`src/rtl/bcd_pkg.sv`:
```
// Shared constants and state encodings for the BCD conversion scheduler and its iterative core.
package bcd_pkg;

  localparam int DEC_1000 = 1000;
  localparam int DEC_100  = 100;
  localparam int DEC_10   = 10;
  localparam int MAX_DEC  = 9999;

  typedef enum logic [1:0] {
    S_IDLE,
    S_CONV,
    S_SAT,
    S_DONE
  } sched_state_t;

  typedef enum logic [1:0] {
    P_THOU,
    P_HUND,
    P_TENS,
    P_DONE
  } phase_t;

endpackage

```
`src/rtl/bcd_iter_core.sv`:
```
// Iterative binary-to-BCD core: repeated subtraction of 1000/100/10, one step per cycle.
module bcd_iter_core
  import bcd_pkg::*;
#(
  parameter int W = 14
) (
  input  logic         clk,
  input  logic         rst,
  input  logic         start,
  input  logic [W-1:0] value,
  output logic         done,
  output logic [3:0]   d3,
  output logic [3:0]   d2,
  output logic [3:0]   d1,
  output logic [3:0]   d0
);

  localparam logic [W-1:0] K1000 = W'(DEC_1000);
  localparam logic [W-1:0] K100  = W'(DEC_100);
  localparam logic [W-1:0] K10   = W'(DEC_10);

  phase_t         phase_q, phase_d;
  logic [W-1:0]   rem_q, rem_d;
  logic [3:0]     d3_q, d3_d, d2_q, d2_d, d1_q, d1_d;

  always_ff @(posedge clk or posedge rst) begin
    if (rst) phase_q <= P_DONE;
    else     phase_q <= phase_d;
  end

  always_ff @(posedge clk) begin
    rem_q <= rem_d;
    d3_q  <= d3_d;
    d2_q  <= d2_d;
    d1_q  <= d1_d;
  end

  // done is raised in the final tens cycle so the ones digit is read straight off the remainder
  always_comb begin
    phase_d = phase_q;
    rem_d   = rem_q;
    d3_d    = d3_q;
    d2_d    = d2_q;
    d1_d    = d1_q;
    done    = 1'b0;
    if (start) begin
      phase_d = P_THOU;
      rem_d   = value;
      d3_d    = 4'd0;
      d2_d    = 4'd0;
      d1_d    = 4'd0;
    end else begin
      case (phase_q)
        P_THOU: begin
          if (rem_q >= K1000) begin
            rem_d = rem_q - K1000;
            d3_d  = d3_q + 4'd1;
          end else begin
            phase_d = P_HUND;
          end
        end
        P_HUND: begin
          if (rem_q >= K100) begin
            rem_d = rem_q - K100;
            d2_d  = d2_q + 4'd1;
          end else begin
            phase_d = P_TENS;
          end
        end
        P_TENS: begin
          if (rem_q >= K10) begin
            rem_d = rem_q - K10;
            d1_d  = d1_q + 4'd1;
          end else begin
            phase_d = P_DONE;
            done    = 1'b1;
          end
        end
        default: ;
      endcase
    end
  end

  assign d3 = d3_q;
  assign d2 = d2_q;
  assign d1 = d1_q;
  assign d0 = rem_q[3:0];

endmodule

```
`src/rtl/bcd_conv_sched.sv`:
```
// Round-robin arbiter sharing one bcd_iter_core among NREQ requesters; results are
// registered and presented (with ack) in the cycle after the DONE state.
module bcd_conv_sched
  import bcd_pkg::*;
#(
  parameter int NREQ = 4,
  parameter int W    = 14
) (
  input  logic                     clk,
  input  logic                     rst,
  input  logic [NREQ-1:0]          req,
  input  logic [NREQ*W-1:0]        bin_in,
  output logic [NREQ-1:0]          ack,
  output logic                     res_valid,
  output logic [$clog2(NREQ)-1:0]  res_id,
  output logic [15:0]              res_bcd,
  output logic                     res_ovf,
  output logic                     busy
);

  localparam int IDW = $clog2(NREQ);

  sched_state_t    state_q, state_d;
  logic [IDW-1:0]  rr_ptr, gnt_id, gnt_sel, rr_next;
  logic            gnt_hit, fits, core_start, core_done;
  logic [NREQ-1:0] req_m;
  logic [W-1:0]    cap_val;
  logic [3:0]      d3, d2, d1, d0;
  logic [15:0]     dig_q;
  logic            ovf_q;

  // The requester being acked still holds req this cycle; it must not be re-granted.
  assign req_m = req & ~ack;

  always_comb begin
    gnt_hit = 1'b0;
    gnt_sel = '0;
    for (int k = 0; k < NREQ; k++) begin
      if (!gnt_hit && req_m[(int'(rr_ptr) + k) % NREQ]) begin
        gnt_hit = 1'b1;
        gnt_sel = IDW'((int'(rr_ptr) + k) % NREQ);
      end
    end
  end

  assign cap_val    = bin_in[gnt_sel*W +: W];
  assign fits       = (cap_val <= W'(MAX_DEC));
  assign rr_next    = (gnt_id == IDW'(NREQ - 1)) ? '0 : gnt_id + IDW'(1);
  assign busy       = (state_q != S_IDLE);

  always_comb begin
    state_d    = state_q;
    core_start = 1'b0;
    case (state_q)
      S_IDLE: begin
        if (gnt_hit) begin
          state_d    = fits ? S_CONV : S_SAT;
          core_start = fits;
        end
      end
      S_CONV:  if (core_done) state_d = S_DONE;
      S_SAT:   state_d = S_DONE;
      S_DONE:  state_d = S_IDLE;
      default: state_d = S_IDLE;
    endcase
  end

  bcd_iter_core #(.W(W)) u_core (
    .clk   (clk),
    .rst   (rst),
    .start (core_start),
    .value (cap_val),
    .done  (core_done),
    .d3    (d3),
    .d2    (d2),
    .d1    (d1),
    .d0    (d0)
  );

  always_ff @(posedge clk or posedge rst) begin
    if (rst) begin
      state_q   <= S_IDLE;
      rr_ptr    <= '0;
      gnt_id    <= '0;
      ack       <= '0;
      res_valid <= 1'b0;
      res_id    <= '0;
      res_bcd   <= '0;
      res_ovf   <= 1'b0;
    end else begin
      state_q   <= state_d;
      res_valid <= 1'b0;
      ack       <= '0;
      if (state_q == S_IDLE && gnt_hit) gnt_id <= gnt_sel;
      if (state_q == S_DONE) begin
        res_valid <= 1'b1;
        ack       <= NREQ'(1) << gnt_id;
        res_id    <= gnt_id;
        res_bcd   <= dig_q;
        res_ovf   <= ovf_q;
        rr_ptr    <= rr_next;
      end
    end
  end

  always_ff @(posedge clk) begin
    if (state_q == S_CONV && core_done) begin
      dig_q <= {d3, d2, d1, d0};
      ovf_q <= 1'b0;
    end else if (state_q == S_SAT) begin
      dig_q <= 16'h9999;
      ovf_q <= 1'b1;
    end
  end

endmodule

```
`config.mk`:
```
export PLATFORM = sky130hd
export DESIGN_NAME = bcd_conv_sched
export DESIGN_NICKNAME = d
export VERILOG_FILES = /design/src/rtl/bcd_pkg.sv /design/src/rtl/bcd_iter_core.sv /design/src/rtl/bcd_conv_sched.sv
export SDC_FILE = /design/constraint.sdc
export NUM_CORES = 1
export LEC_CHECK = 0
export CAP_MARGIN = 20
export CORE_MARGIN = 2
export CORE_UTILIZATION = 45
export CTS_BUF_LIST = sky130_fd_sc_hd__clkbuf_2 sky130_fd_sc_hd__clkbuf_4 sky130_fd_sc_hd__clkbuf_8
export DETAILED_ROUTE_END_ITERATION = 12
export PLACE_DENSITY_LB_ADDON = 0.25
export SYNTH_ARGS = -nofsm -noshare
export SYNTH_HDL_FRONTEND = slang
export SYNTH_HIERARCHICAL = 1
export SYNTH_SLANG_ARGS = --single-unit
```
`constraint.sdc`:
```
create_clock -name clk -period 4.3 [get_ports clk]
set_input_delay 0.86 -clock clk [delete_from_list [all_inputs] [get_ports clk]]
set_output_delay 0.86 -clock clk [all_outputs]
set_load 0.005 [all_outputs]
```
# After elaboration in Yosys (flattened, before gate mapping)
# Cells that the tools add are included.
[word_totals]
register_bits = 75
input_bits = 62
elab_cells = 120
[classes]
add_sub_neg = 10
mul = 1
order_cmp = 8
eq_ne = 14
n_shift = 2
n_mux = 43
n_bitwise = 5
n_reduce_logical = 22
[op_table]
columns = ["operator", "n"]
rows = [
  ["two-way mux 14 bit", 4],
  ["variable part select 56 x 7 -> 14 bit", 1],
  ["case mux 14 bit (3 select lines)", 1],
  ["two-way mux 16 bit", 2],
  ["two-way mux 2 bit", 12],
  ["two-way mux 1 bit", 17],
  ["greater-or-equal comparator 14 x 10 -> 1 bit, second input constant", 1],
  ["greater-or-equal comparator 14 x 4 -> 1 bit, second input constant", 1],
  ["greater-or-equal comparator 14 x 7 -> 1 bit, second input constant", 1],
  ["less-or-equal comparator 14 bit, second input constant", 1],
  ["subtractor 14 x 10 -> 14 bit, second input constant", 1],
  ["subtractor 14 x 4 -> 14 bit, second input constant", 1],
  ["subtractor 14 x 7 -> 14 bit, second input constant", 1],
  ["adder 4 x 1 -> 4 bit, second input constant", 3],
  ["less-than comparator 3 x 4 -> 1 bit, second input constant", 3],
  ["inequality test 3 x 2 -> 1 bit, second input constant", 3],
  ["inequality test 3 bit, second input constant", 3],
  ["binary-select mux 1 bit (select 2 bit)", 4],
  ["equality test 2 bit, second input constant", 4],
  ["case mux 2 bit (4 select lines)", 1],
  ["AND reduction 2 bit", 4],
  ["AND reduction 4 bit", 2],
  ["case mux 2 bit (3 select lines)", 1],
  ["OR reduction 2 bit", 3],
  ["other kinds (16)", 30],
]

# Longest topological paths before layout
[depth]
depth_word = 22
depth_mapped = 16

# Hierarchy
# The synthesis kept the hierarchy.
[modules_own_cells]
columns = ["module", "n_inst", "cells_per_inst", "area_each_um2", "seq_area_each_um2"]
rows = [
  ["bcd_conv_sched", 1, 254, 2513.7, 1251.2],
  ["bcd_iter_core", 1, 259, 2260.9, 713.2],
]

# Worst setup path before layout
# No wires, ideal clock.
[synth_timing]
path_type = "input -> register"
start = "input req[2]"
end = "register dig_q[0], enable pin"
setup_time_ns = 0.375
arrival_ns = 3.508
required_ns = 3.925
setup_slack_ns = 0.418
stages = 12
path_buffers = 2
path_cell_list = "nor2b_1 a211oi_1 o21ai_2 or3_1 a32oi_1 a211o_1 a21oi_2 buf_2 clkbuf_1 nor2_1 nand2_1 nand2b_1"
[synth_between]
elab_chain_len = 21
word_cells_on_any_way = 34
classes_between = "mul (1); order compare (1); shift (1); mux (22); bitwise (1); reduce/logical (8)"
[synth_rtl]
columns = ["element", "line_no", "text"]
rows = [
  ["start: declaration", "bcd_conv_sched.sv:11", "input logic [NREQ-1:0] req,"],
  ["bitwise AND 4 bit *", "bcd_conv_sched.sv:33", "assign req_m = req & ~ack;"],
  ["binary-select mux 1 bit (select 2 bit)", "bcd_conv_sched.sv:39", "if (!gnt_hit && req_m[(int'(rr_ptr) + k) % NREQ]) begin"],
  ["two-way mux 1 bit (not written as such)", "bcd_conv_sched.sv:39", ""],
  ["two-way mux 1 bit", "bcd_conv_sched.sv:39", ""],
  ["zero test 1 bit", "bcd_conv_sched.sv:39", ""],
  ["logical AND 1 bit", "bcd_conv_sched.sv:39", ""],
  ["two-way mux 1 bit", "bcd_conv_sched.sv:39", ""],
  ["zero test 1 bit", "bcd_conv_sched.sv:39", ""],
  ["[... 7 more ...]", "-", ""],
  ["less-or-equal comparator 14 bit", "bcd_conv_sched.sv:47", "assign fits = (cap_val <= W'(MAX_DEC));"],
  ["two-way mux 1 bit *", "bcd_conv_sched.sv:56", "if (gnt_hit) begin"],
  ["two-way mux 1 bit *", "bcd_conv_sched.sv:54", "case (state_q)"],
  ["via core_start", "bcd_conv_sched.sv:25", "logic gnt_hit, fits, core_start, core_done;"],
  ["two-way mux 1 bit *", "bcd_iter_core.sv:46", "if (start) begin"],
  ["via core_done", "bcd_conv_sched.sv:25", ""],
  ["logical AND 1 bit *", "bcd_conv_sched.sv:107", "if (state_q == S_CONV && core_done) begin"],
  ["nonzero test 2 bit (no line) *", "-", ""],
  ["end signal: assignment", "bcd_conv_sched.sv:108", "dig_q <= {d3, d2, d1, d0};"],
  ["end: declaration", "bcd_conv_sched.sv:29", "logic [15:0] dig_q;"],
]
# Mark *: on every way through the listed nets, which the timed path passes. The rest lies on a longest branch. The select of a mux whose other input is x is not followed.
# A chain may end at the register's enable or synchronous reset.

# Worst setup path after layout
[layout_timing]
start = "input req[0]"
end = "register u_core.rem_q[12] (data pin)"
[layout_between]
elab_chain_len = 19
word_cells_on_any_way = 32
classes_between = "mul (1); order compare (1); shift (1); mux (22); bitwise (1); reduce/logical (6)"
[layout_rtl]
columns = ["element", "line_no", "text"]
rows = [
  ["bitwise AND 4 bit *", "bcd_conv_sched.sv:33", ""],
  ["binary-select mux 1 bit (select 2 bit)", "bcd_conv_sched.sv:39", ""],
  ["two-way mux 1 bit (not written as such)", "bcd_conv_sched.sv:39", ""],
  ["two-way mux 1 bit", "bcd_conv_sched.sv:39", ""],
  ["zero test 1 bit", "bcd_conv_sched.sv:39", ""],
  ["logical AND 1 bit", "bcd_conv_sched.sv:39", ""],
  ["two-way mux 1 bit", "bcd_conv_sched.sv:39", ""],
  ["zero test 1 bit", "bcd_conv_sched.sv:39", ""],
  ["[... 5 more ...]", "-", ""],
  ["multiplier 2 x 3 -> 5 bit", "bcd_conv_sched.sv:46", "assign cap_val = bin_in[gnt_sel*W +: W];"],
  ["variable part select 56 x 7 -> 14 bit", "bcd_conv_sched.sv:46", ""],
  ["less-or-equal comparator 14 bit", "bcd_conv_sched.sv:47", ""],
  ["two-way mux 1 bit *", "bcd_conv_sched.sv:56", ""],
  ["two-way mux 1 bit *", "bcd_conv_sched.sv:54", ""],
  ["via core_start", "bcd_conv_sched.sv:25", ""],
  ["two-way mux 14 bit *", "bcd_iter_core.sv:46", ""],
  ["via u_core.rem_d[12]", "bcd_iter_core.sv:23", "logic [W-1:0] rem_q, rem_d;"],
  ["end signal: assignment", "bcd_iter_core.sv:32", "rem_q <= rem_d;"],
  ["end: declaration", "bcd_iter_core.sv:23", ""],
]
# Marked as above.

==> summary.txt <==
==================================================================================
Number of instances in the synthesized netlist ......................          513
Total Power Consumption .............................................      1.47 mW
Finish-stage setup viols ............................................            0
Num ports ...........................................................           87
Number of antenna violations at the first check in global routing ...            0
Max Cap Violations ..................................................            0
Type of the worst setup path ........................................ primary input to flop
Leading cell type in the layout, fill and taps excluded ............. sky130_fd_sc_hd__clkdlybuf4s50_1
Hold/Removal Path Class ............................................. flop to flop
Total leakage power .................................................      2.48 nW
Netlist area before placement .......................................    4770 um^2
Number of flops mapped to enable cells by yosys .....................           30
Height of the chip ..................................................       107 um
Die Span X ..........................................................       107 um
Unique cell type count in the Yosys netlist .........................           67
Starting Density ....................................................        0.462
Ys async rst share ..................................................        0.427
Total CTS buffers ...................................................            9
CTS clk-pin slew, worst paths .......................................        80 ps
Detail-routed via count per cell ....................................         5.54
Largest buffer count on any clock path ..............................            2
P_sw ................................................................     0.325 mW
I/O Buffers .........................................................           86
Count of inserted antenna diode cells ...............................            0
Max stage delay on crit path ........................................       500 ps
Met2 routed wirelength ..............................................      5.38 mm
Clock sink count ....................................................           75
Sequential fraction of the synthesis area ...........................        0.411
Pre-antenna DRT Iters ...............................................            5
Final number of hold-violating endpoints ............................            0
Inst Count DP .......................................................          712
Rows ................................................................           37
Post-route clock skew ...............................................      7.43 ps
Worst IR drop on VDD ................................................       146 uV
Wire length reported by the detailed router .........................      11.2 mm
Required time at the endpoint of the critical path ..................      4380 ps
FF+latch count, synth ...............................................           75
Arrival time reported for the critical path endpoint ................      3840 ps
Yosys warning total .................................................            6
Sort of element at the end of the critical path .....................         flop
Met3 Routed Length ..................................................       675 um
Clock Root Buffer ................................................... sky130_fd_sc_hd__clkbuf_8
Final period utilization ............................................        0.875
Average wire per cell in the routed design ..........................      15.4 um
Total setup buffers inserted after CTS ..............................            0
Top Metal Used ......................................................         met4
Flop pwr share ......................................................        0.501
Headroom to the max-slew limit ......................................        0.329
Source-to-sink clock delay at the later pin of the worst-skew pair ..       350 ps
Post-Place Setup Slack ..............................................       208 ps
Share of final-layout standard cells stronger than drive strength 1 .        0.125
Number of global-route vias before repair ...........................         3866
Part of the total power dissipated in combinational logic ...........        0.095
Unrepaired setup endpoints after global routing .....................           no
Core region area ....................................................   10300 um^2
Fmax ................................................................    0.266 GHz
Post-layout worst setup margin ......................................       535 ps
Critical Path Fanout Max ............................................           23
Final global-route overflow total ...................................            0
Initial detailed-routing violation count ............................          229
Mean instance size in the synthesized netlist .......................    9.31 um^2
Remaining design rule violation count ...............................            0
Tightest Pin Transition .............................................      1010 ps
Antenna-violating nets left .........................................            0
Post-Layout Cell Count ..............................................          728
Slowest cell on crit path ........................................... sky130_fd_sc_hd__clkdlybuf4s50_1
Die Area ............................................................   11500 um^2
Power per cell area .................................................  247 nW/um^2
Commonest non-fill, non-tap cells in the layout ..................... 86 x sky130_fd_sc_hd__clkdlybuf4s50_1, 78 x sky130_fd_sc_hd__nand2_1, 38 x sky130_fd_sc_hd__nor2_1
Clock period minus worst slack ......................................      3760 ps
GP Congestion .......................................................        0.915
Synthesized Nets ....................................................          597
Detail Placement HPWL ...............................................      8.60 mm
Kind of start point of the critical path ............................ primary input
Detailed-routing wirelength on met1 .................................      4.90 mm
Cells along the critical path ....................................... clkdlybuf4s50_1, nor3b_1, a211oi_1, o21ai_2, buf_4, nand4_1, a32oi_1, a211o_1, a21oi_2, nand2b_1, a2111oi_0, a221oi_1
Setup TNS ...........................................................         0 ps
Internal Power ......................................................      1.15 mW
Flip-flop cell with the highest count after synthesis ............... sky130_fd_sc_hd__edfxtp_1
Final-stage net count ...............................................          671
Result of the run ...................................................    completed
Max Transition Viols Final ..........................................            0
Global-route wire length before repair ..............................      18.7 mm
Total global routing track utilization ..............................        0.207
Switching power as a share of total power ...........................        0.221
Clock tree from TritonCTS ...........................................        built
Total of cells resized after clock tree synthesis ...................            0
Hold buffer count at CTS ............................................            0
H-tree depth ........................................................            3
P&R area growth vs syn ..............................................        25.0%
Total vias in the final route .......................................         4031
Portion of total power attributed to the clock network ..............        0.404
Largest net degree at the start of global routing ...................           29
==================================================================================
==> stage by stage <==
| step | util | hold WS (ps) | cell area (um^2) |
|---|---|---|---|
| detailed placement | 0.557 | 469 | 5750 |
| global route | 0.578 | 496 | 5970 |
| finish | 0.578 | 476 | 5970 |
| CTS | 0.578 | 476 | 5970 |
| floorplan | - | 435 | 4770 |
| global placement | 0.554 | 461 | 5720 |
==> state kept, by name (all words and copies together) (netlist names) <==
signal          count
res_ovf             1
res_valid           1
u_core/d1           4
ack                 4
gnt_id              2
u_core/phase_q      2
u_core/rem_q       14
u_core/d3           4
res_id              2
res_bcd            16
u_core/d2           4
state_q             2
dig_q              16
ovf_q               1
rr_ptr              2
==> worst paths after layout <==
path                               start               end  slack [ps]  cells past startpoint
worst max-delay path              req[0]  u_core/rem_q[12]         540                     12
worst min-delay path            dig_q[1]        res_bcd[1]         480                      1
worst max register to register    ack[1]  u_core/rem_q[12]        1100                     11
worst min register to register  dig_q[1]        res_bcd[1]         480                      1
max in group asynchronous            rst        state_q[0]        3080                      3
min in group asynchronous            rst        res_bcd[7]         800                      2
==> power by group through the flow <==
stage          Clock [mW]  Combinational, mW  Sequential [mW]
2_1_floorplan           0             0.0624            0.753
3_3_place_gp            0              0.135            0.753
3_5_place_dp            0              0.140            0.753
4_1_cts             0.610              0.141            0.737
5_1_grt             0.648              0.154            0.737
6_report            0.595              0.140            0.737
==> worst max-delay path, delay by kind of cell <==
family / cells / cell delay, ps
buffers and inverters: 2 / 770
AND/OR/NAND/NOR: 3 / 750
AO/OA/AOI/OAI: 7 / 1470
==> synthesized netlist by cell type (all sizes together) (14+ instances only) <==
cell type | count | area (um^2)
clkbuf | 14 | 52.6
inv | 26 | 97.6
nand2 | 78 | 293
buf | 19 | 115
nor2 | 38 | 143
mux2 | 22 | 251
ha | 22 | 275
o21ai | 20 | 108
a21oi | 14 | 73.8
xnor2 | 19 | 166
dfrtp | 30 | 751
edfxtp | 30 | 901
==> logic make-up after synthesis <==
kind of cell,share of synthesized area
AND/OR/NAND/NOR,0.207
AO/OA/AOI/OAI,0.149
flip-flops,0.411
buffers and inverters,0.0556
XOR/XNOR,0.0532
multiplexers,0.0660
adder cells (fa/ha/maj),0.0577
==> final cells by class <==
class / count / area (um^2)
inverter: 26 / 97.6
sequential: 75 / 1960
tap: 136 / 170
fill: 879 / 4360
clock inverter: 7 / 98.8
timing repair buffer: 96 / 968
multi-input combinational: 379 / 2540
clock buffer: 9 / 124
==> layer usage <==
layer  GRT usage  up-vias
li1            -     1960
met1       0.266     1907
met2       0.345      141
met3      0.0426       23
met4      0.0714        0
met5           0        -
Note: power is estimated with default switching activity, not from simulation.
